<file path="src/rtl/signp_scheduler.sv">
// Shares one signP pipeline between requesters A and B: job-granular round-robin
// arbitration, serialised term pairs, and a tag pipeline returning each job's sign.
module signp_scheduler #(
    parameter int W         = 11,
    parameter int LAT       = 3,
    parameter int MAX_TERMS = 8
) (
    input  logic         clk,
    input  logic         reset,
    input  logic         a_valid,
    output logic         a_ready,
    input  logic [W-1:0] a_i1,
    input  logic [W-1:0] a_i2,
    input  logic         a_last,
    input  logic         b_valid,
    output logic         b_ready,
    input  logic [W-1:0] b_i1,
    input  logic [W-1:0] b_i2,
    input  logic         b_last,
    output logic [W-1:0] p_i1,
    output logic [W-1:0] p_i2,
    output logic         p_re,
    input  logic         p_s,
    output logic         res_valid,
    output logic         res_id,
    output logic         res_sign,
    output logic         res_err,
    output logic         busy
);
    localparam int CW = $clog2(MAX_TERMS + 1);

    typedef enum logic [1:0] {IDLE, GRANT_A, GRANT_B} state_t;

    state_t        state_q, state_d;
    logic          ptr_q, ptr_d;
    logic [CW-1:0] cnt_q, cnt_d;

    logic [W-1:0]  p_i1_q, p_i2_q;
    logic          p_re_q, p_id_q, p_err_q;
    logic [LAT-1:0] tag_vld_q, tag_id_q, tag_err_q;
    logic          res_valid_q, res_id_q, res_sign_q, res_err_q;

    logic          sel_b, x_valid, x_last, xfer, at_max, fin, forced;
    logic [W-1:0]  x_i1, x_i2;
    logic [CW-1:0] cnt_inc;

    assign sel_b   = (state_q == GRANT_B);
    assign x_valid = sel_b ? b_valid : a_valid;
    assign x_last  = sel_b ? b_last  : a_last;
    assign x_i1    = sel_b ? b_i1    : a_i1;
    assign x_i2    = sel_b ? b_i2    : a_i2;
    assign xfer    = (state_q != IDLE) & x_valid;
    assign cnt_inc = cnt_q + 1'b1;
    assign at_max  = (cnt_inc == CW'(MAX_TERMS));
    assign fin     = xfer & (x_last | at_max);
    // Error only when the term limit, not the requester, ended the job.
    assign forced  = fin & ~x_last;

    always_ff @(posedge clk or posedge reset) begin
        if (reset) state_q <= IDLE;
        else       state_q <= state_d;
    end

    always_comb begin
        state_d = state_q;
        case (state_q)
            IDLE: begin
                if (a_valid && (!b_valid || !ptr_q)) state_d = GRANT_A;
                else if (b_valid)                    state_d = GRANT_B;
            end
            GRANT_A, GRANT_B: if (fin) state_d = IDLE;
            default: state_d = IDLE;
        endcase
    end

    always_comb begin
        a_ready = (state_q == GRANT_A);
        b_ready = (state_q == GRANT_B);
    end

    // Pointer moves only on job completion, so a tie goes to whoever did not just finish.
    always_comb begin
        ptr_d = ptr_q;
        cnt_d = cnt_q;
        if (xfer) begin
            cnt_d = fin ? '0 : cnt_inc;
            if (fin) ptr_d = ~sel_b;
        end
    end

    always_ff @(posedge clk or posedge reset) begin
        if (reset) begin
            ptr_q       <= 1'b0;
            cnt_q       <= '0;
            p_i1_q      <= '0;
            p_i2_q      <= '0;
            p_re_q      <= 1'b0;
            p_id_q      <= 1'b0;
            p_err_q     <= 1'b0;
            tag_vld_q   <= '0;
            tag_id_q    <= '0;
            tag_err_q   <= '0;
            res_valid_q <= 1'b0;
            res_id_q    <= 1'b0;
            res_sign_q  <= 1'b0;
            res_err_q   <= 1'b0;
        end else begin
            ptr_q       <= ptr_d;
            cnt_q       <= cnt_d;
            p_i1_q      <= xfer ? x_i1 : '0;
            p_i2_q      <= xfer ? x_i2 : '0;
            p_re_q      <= fin;
            p_id_q      <= sel_b;
            p_err_q     <= forced;
            tag_vld_q   <= LAT'({tag_vld_q, p_re_q});
            tag_id_q    <= LAT'({tag_id_q, p_id_q});
            tag_err_q   <= LAT'({tag_err_q, p_err_q});
            res_valid_q <= tag_vld_q[LAT-1];
            if (tag_vld_q[LAT-1]) begin
                res_id_q   <= tag_id_q[LAT-1];
                res_sign_q <= p_s;
                res_err_q  <= tag_err_q[LAT-1];
            end
        end
    end

    assign p_i1      = p_i1_q;
    assign p_i2      = p_i2_q;
    assign p_re      = p_re_q;
    assign res_valid = res_valid_q;
    assign res_id    = res_id_q;
    assign res_sign  = res_sign_q;
    assign res_err   = res_err_q;
    assign busy      = (state_q != IDLE) | (|tag_vld_q) | res_valid_q;
endmodule

</file>
<file path="config.mk">
export PLATFORM = sky130hd
export DESIGN_NAME = signp_scheduler
export DESIGN_NICKNAME = d
export VERILOG_FILES = /design/src/rtl/signp_scheduler.sv
export SDC_FILE = /design/constraint.sdc
export NUM_CORES = 1
export LEC_CHECK = 0
export ABC_AREA = 1
export BUFFER_PORTS_ARGS = -buffer_cell sky130_fd_sc_hd__buf_2
export CAP_MARGIN = 0
export CORE_MARGIN = 4
export CORE_UTILIZATION = 46
export CTS_CLUSTER_SIZE = 16
export DETAILED_ROUTE_END_ITERATION = 7
export GPL_TIMING_DRIVEN = 0
export HOLD_SLACK_MARGIN = 0.15
export PLACE_DENSITY = 0.78
export RECOVER_POWER = 100
export SKIP_CTS_REPAIR_TIMING = 1
export SYNTH_ARGS = -nofsm -noshare
export SYNTH_HDL_FRONTEND = slang
export SYNTH_SLANG_ARGS = --single-unit
</file>
<file path="constraint.sdc">
create_clock -name clk -period 1.8 [get_ports clk]
set_input_delay 0 -clock clk [delete_from_list [all_inputs] [get_ports clk]]
set_output_delay 0 -clock clk [all_outputs]
set_load 0.05 [all_outputs]
</file>
==> flow_summary.toml <==
[global_routing]
antenna_found_initial = 0
globalRouteOverflowTotal = 0
grt_use_total = 0.162
grt_pass1_vias = 1515
grt_start_max_net_pins = 46
grt_first_pass_wirelength_mm = 6.37

[clock_network]
tritoncts = "yes"
clkSinkCount = 45
clk_latency_ns = 0.29
cts_htree_levels = 2
maximum_buffer_depth_of_the_clock_tree = 2
cts_root_buffer_type = "sky130_fd_sc_hd__clkbuf_8"
cts_buf_count = 5
worst_setup_hold_path_clk_slew_ns = 0.08

[routing]
vias = 1696
routed_wl_mm = 4.87
drt_drc_violations_left = 0
detail_route.iter0.violations = 124
detailedRoute.firstPassIterationCount = 4
detail_route.vias_per_cell = 4.62
detail-route-antenna-nets = 0
avgRoutedWirePerCell_um = 13.3

[power_and_ir_drop]
power_frac_seq = 0.364
power.density_cell_area_nw_per_um2 = 1390
internal-power_uw = 2140
maximum_vdd_ir_drop_uv = 658
power.share.combinational = 0.466
sw_frac_of_total = 0.455
power.clock.fraction = 0.171
power.static_leakage_uw = 0.00145
netSwitchingPower_uw = 1790

[logic_synthesis]
seq_area_frac_synth = 0.632
synth-edff-count = 0
syn_nets = 234
yosys.area.top_type_share = 0.632
ys_warn_count = 0
synth-seq-cells = 45
yosys-top-cells-area = "sky130_fd_sc_hd__dfrtp_1, sky130_fd_sc_hd__nand2_1, sky130_fd_sc_hd__a21oi_1"
synth.lib_cells_used.distinct = 22
netlist_instances = 179
share_of_async_settable_or_async_resettable_flops_after_synthesis = 1.00
syn-cell-area_um2 = 1780
synth_ff_type = "sky130_fd_sc_hd__dfrtp_1"
synth_area_leader_cell = "sky130_fd_sc_hd__dfrtp_1"
syn_avg_cell_area_um2 = 9.95

[layout]
fillers = 255
layout.nets = 373
total_area_of_multi_input_combinational_cells_um2 = 568
areaGrowthSynthToFinish_pct = 58.8
instances_no_fill = 367
seqCellArea_um2 = 1130
drive_above_1_share = 0.241
n_antenna_cell = 0

[floorplan]
boundaryPins = 81
die_width_um = 70.2
design.core.area_um2 = 3690
design.die.area_um2 = 4930
start_util = 0.483
chipHeight_um = 70.2
placementRows = 22

[setup_path]
timing.critical_path.arrival_ns = 1.85
r2r_setup_slack_ns = 0.14
worstSetupPathType = "reg -> reg"
critical_path_peak_fanout = 11
timing.critical_path.required_ns = 1.99
startpoint_type = "flop"
endpoint_kind = "flop"

[sta]
setup_violations = 0
slew_headroom = 0.411
final_period_minus_worst_setup_slack_ns = 1.66
rsz0062_at_grt = "false"
final.period_utilization = 0.922
slew_viol_final = 0
fin_skew_ns = 0.00379
max_clock_freq_ghz = 0.603
worst_pin_slew_ns = 0.883
setup_tns_ns = 0
timing_hold_violations_final = 0

[placed_design]
count_of_buffers_from_port_buffering = 80
place.detailed.instances = 307
gp_congestion = 0.779
dp_hpwl_mm = 2.85

[outcome]
status = "completed"

[job]
timing.max_cap.violations = 0

[min_path]
hp-class = "reg -> reg"
[cells by family (layout without fill, tap and decap cells)]
family                   Yosys count  in the layout  synth area share
flip-flops                        45             45             0.632
AND/OR/NAND/NOR                   79             79             0.183
AO/OA/AOI/OAI                     28             28            0.0829
multiplexers                       3              3            0.0190
XOR/XNOR                           1              1           0.00492
buffers and inverters             19            159            0.0506
adder cells (fa/ha/maj)            4              4            0.0281
[worst max-delay path: stages (launching register included)]
cell and delay, ns:
sky130_fd_sc_hd__dfrtp_1 0.40, sky130_fd_sc_hd__inv_1 0.09, sky130_fd_sc_hd__ha_2 0.32, sky130_fd_sc_hd__nor2_1 0.10, sky130_fd_sc_hd__nor3_4 0.22, sky130_fd_sc_hd__nand2_2 0.14
sky130_fd_sc_hd__nand2_2 0.11, sky130_fd_sc_hd__nand2_1 0.07, sky130_fd_sc_hd__nand2_1 0.06, sky130_fd_sc_hd__nand2_1 0.05
[synthesized netlist by cell type, types with 2 or more instances]
library cell,number
sky130_fd_sc_hd__a21oi_1,22
sky130_fd_sc_hd__buf_6,2
sky130_fd_sc_hd__clkbuf_1,4
sky130_fd_sc_hd__dfrtp_1,45
sky130_fd_sc_hd__ha_1,4
sky130_fd_sc_hd__inv_1,10
sky130_fd_sc_hd__inv_2,2
sky130_fd_sc_hd__mux2_2,3
sky130_fd_sc_hd__nand2_1,63
sky130_fd_sc_hd__nand2_2,2
sky130_fd_sc_hd__nand3_1,4
sky130_fd_sc_hd__nor2_1,6
sky130_fd_sc_hd__o21ai_0,3
[layer usage]
layer | share of wire | up-vias | GRT usage | wire length, um
li1 | - | 841 | - | -
met1 | 0.38 | 785 | 0.183 | 1850
met2 | 0.54 | 60 | 0.293 | 2640
met3 | 0.056 | 10 | 0.0518 | 275
met4 | 0.022 | 0 | 0.0383 | 109
met5 | 0 | - | 0 | 0
[path summary, 6_finish.rpt]
check                                  from     endpoint  cells after the start
max in group asynchronous             reset      p_i2[3]                      3
worst max register to register   state_q[0]   state_q[1]                      9
worst min-delay path            tag_id_q[0]  tag_id_q[1]                      0
worst max-delay path             state_q[0]   state_q[1]                      9
min in group asynchronous             reset      p_i1[0]                      3
worst min register to register  tag_id_q[0]  tag_id_q[1]                      0
[power by group through the flow]
stage	combinational (uW)	clock [uW]	sequential, uW
2_1_floorplan	762	0	2010
3_3_place_gp	1730	0	1420
3_5_place_dp	1760	0	1440
4_1_cts	1760	684	1420
5_1_grt	1970	731	1460
6_report	1830	670	1430
[through the flow]
stage               total power (uW)  setup slack, ns  hold slack, ns  utilization  area (um^2)
CTS                             3870           0.0814         -0.0699        0.636         2350
finish                          3930            0.141           0.354        0.767         2830
global placement                3160            0.116           0.235        0.609         2240
global route                    4160          0.00394           0.364        0.767         2830
detailed placement              3200            0.105           0.249        0.609         2240
floorplan                       2770           0.0347           0.136            -         1780
[state kept, by name, summed over array words and instances, names as in the netlist]
name / flops
tag_id_q: 3
res_valid: 1
p_err_q: 1
p_i1: 11
state_q: 2
res_err: 1
cnt_q: 4
res_sign: 1
p_id_q: 1
tag_vld_q: 3
p_i2: 11
res_id: 1
p_re: 1
tag_err_q: 3
ptr_q: 1
[layout by cell type, fill, tap and decap left out, types with 2 or more instances in the layout]
master / n
sky130_fd_sc_hd__clkbuf_1: 32
sky130_fd_sc_hd__nand3_1: 4
sky130_fd_sc_hd__ha_1: 3
sky130_fd_sc_hd__nor2_1: 6
sky130_fd_sc_hd__dfrtp_1: 45
sky130_fd_sc_hd__nand2_2: 2
sky130_fd_sc_hd__nand2_1: 63
sky130_fd_sc_hd__a21oi_1: 22
sky130_fd_sc_hd__buf_6: 2
sky130_fd_sc_hd__inv_2: 2
sky130_fd_sc_hd__o21ai_0: 3
sky130_fd_sc_hd__buf_4: 3
sky130_fd_sc_hd__clkbuf_8: 7
sky130_fd_sc_hd__mux2_2: 3
sky130_fd_sc_hd__inv_1: 9
sky130_fd_sc_hd__dlygate4sd3_1: 50
sky130_fd_sc_hd__buf_2: 51
[layout make-up]
class | instances | share of cell area
sequential | 45 | 0.398
tap | 48 | 0.0212
multi-input combinational | 115 | 0.201
inverter | 12 | 0.0168
clock inverter | 1 | 0.00177
timing repair buffer | 133 | 0.314
buffer | 6 | 0.0133
clock buffer | 7 | 0.0341
No activity file was read; power rests on OpenSTA's default activity.
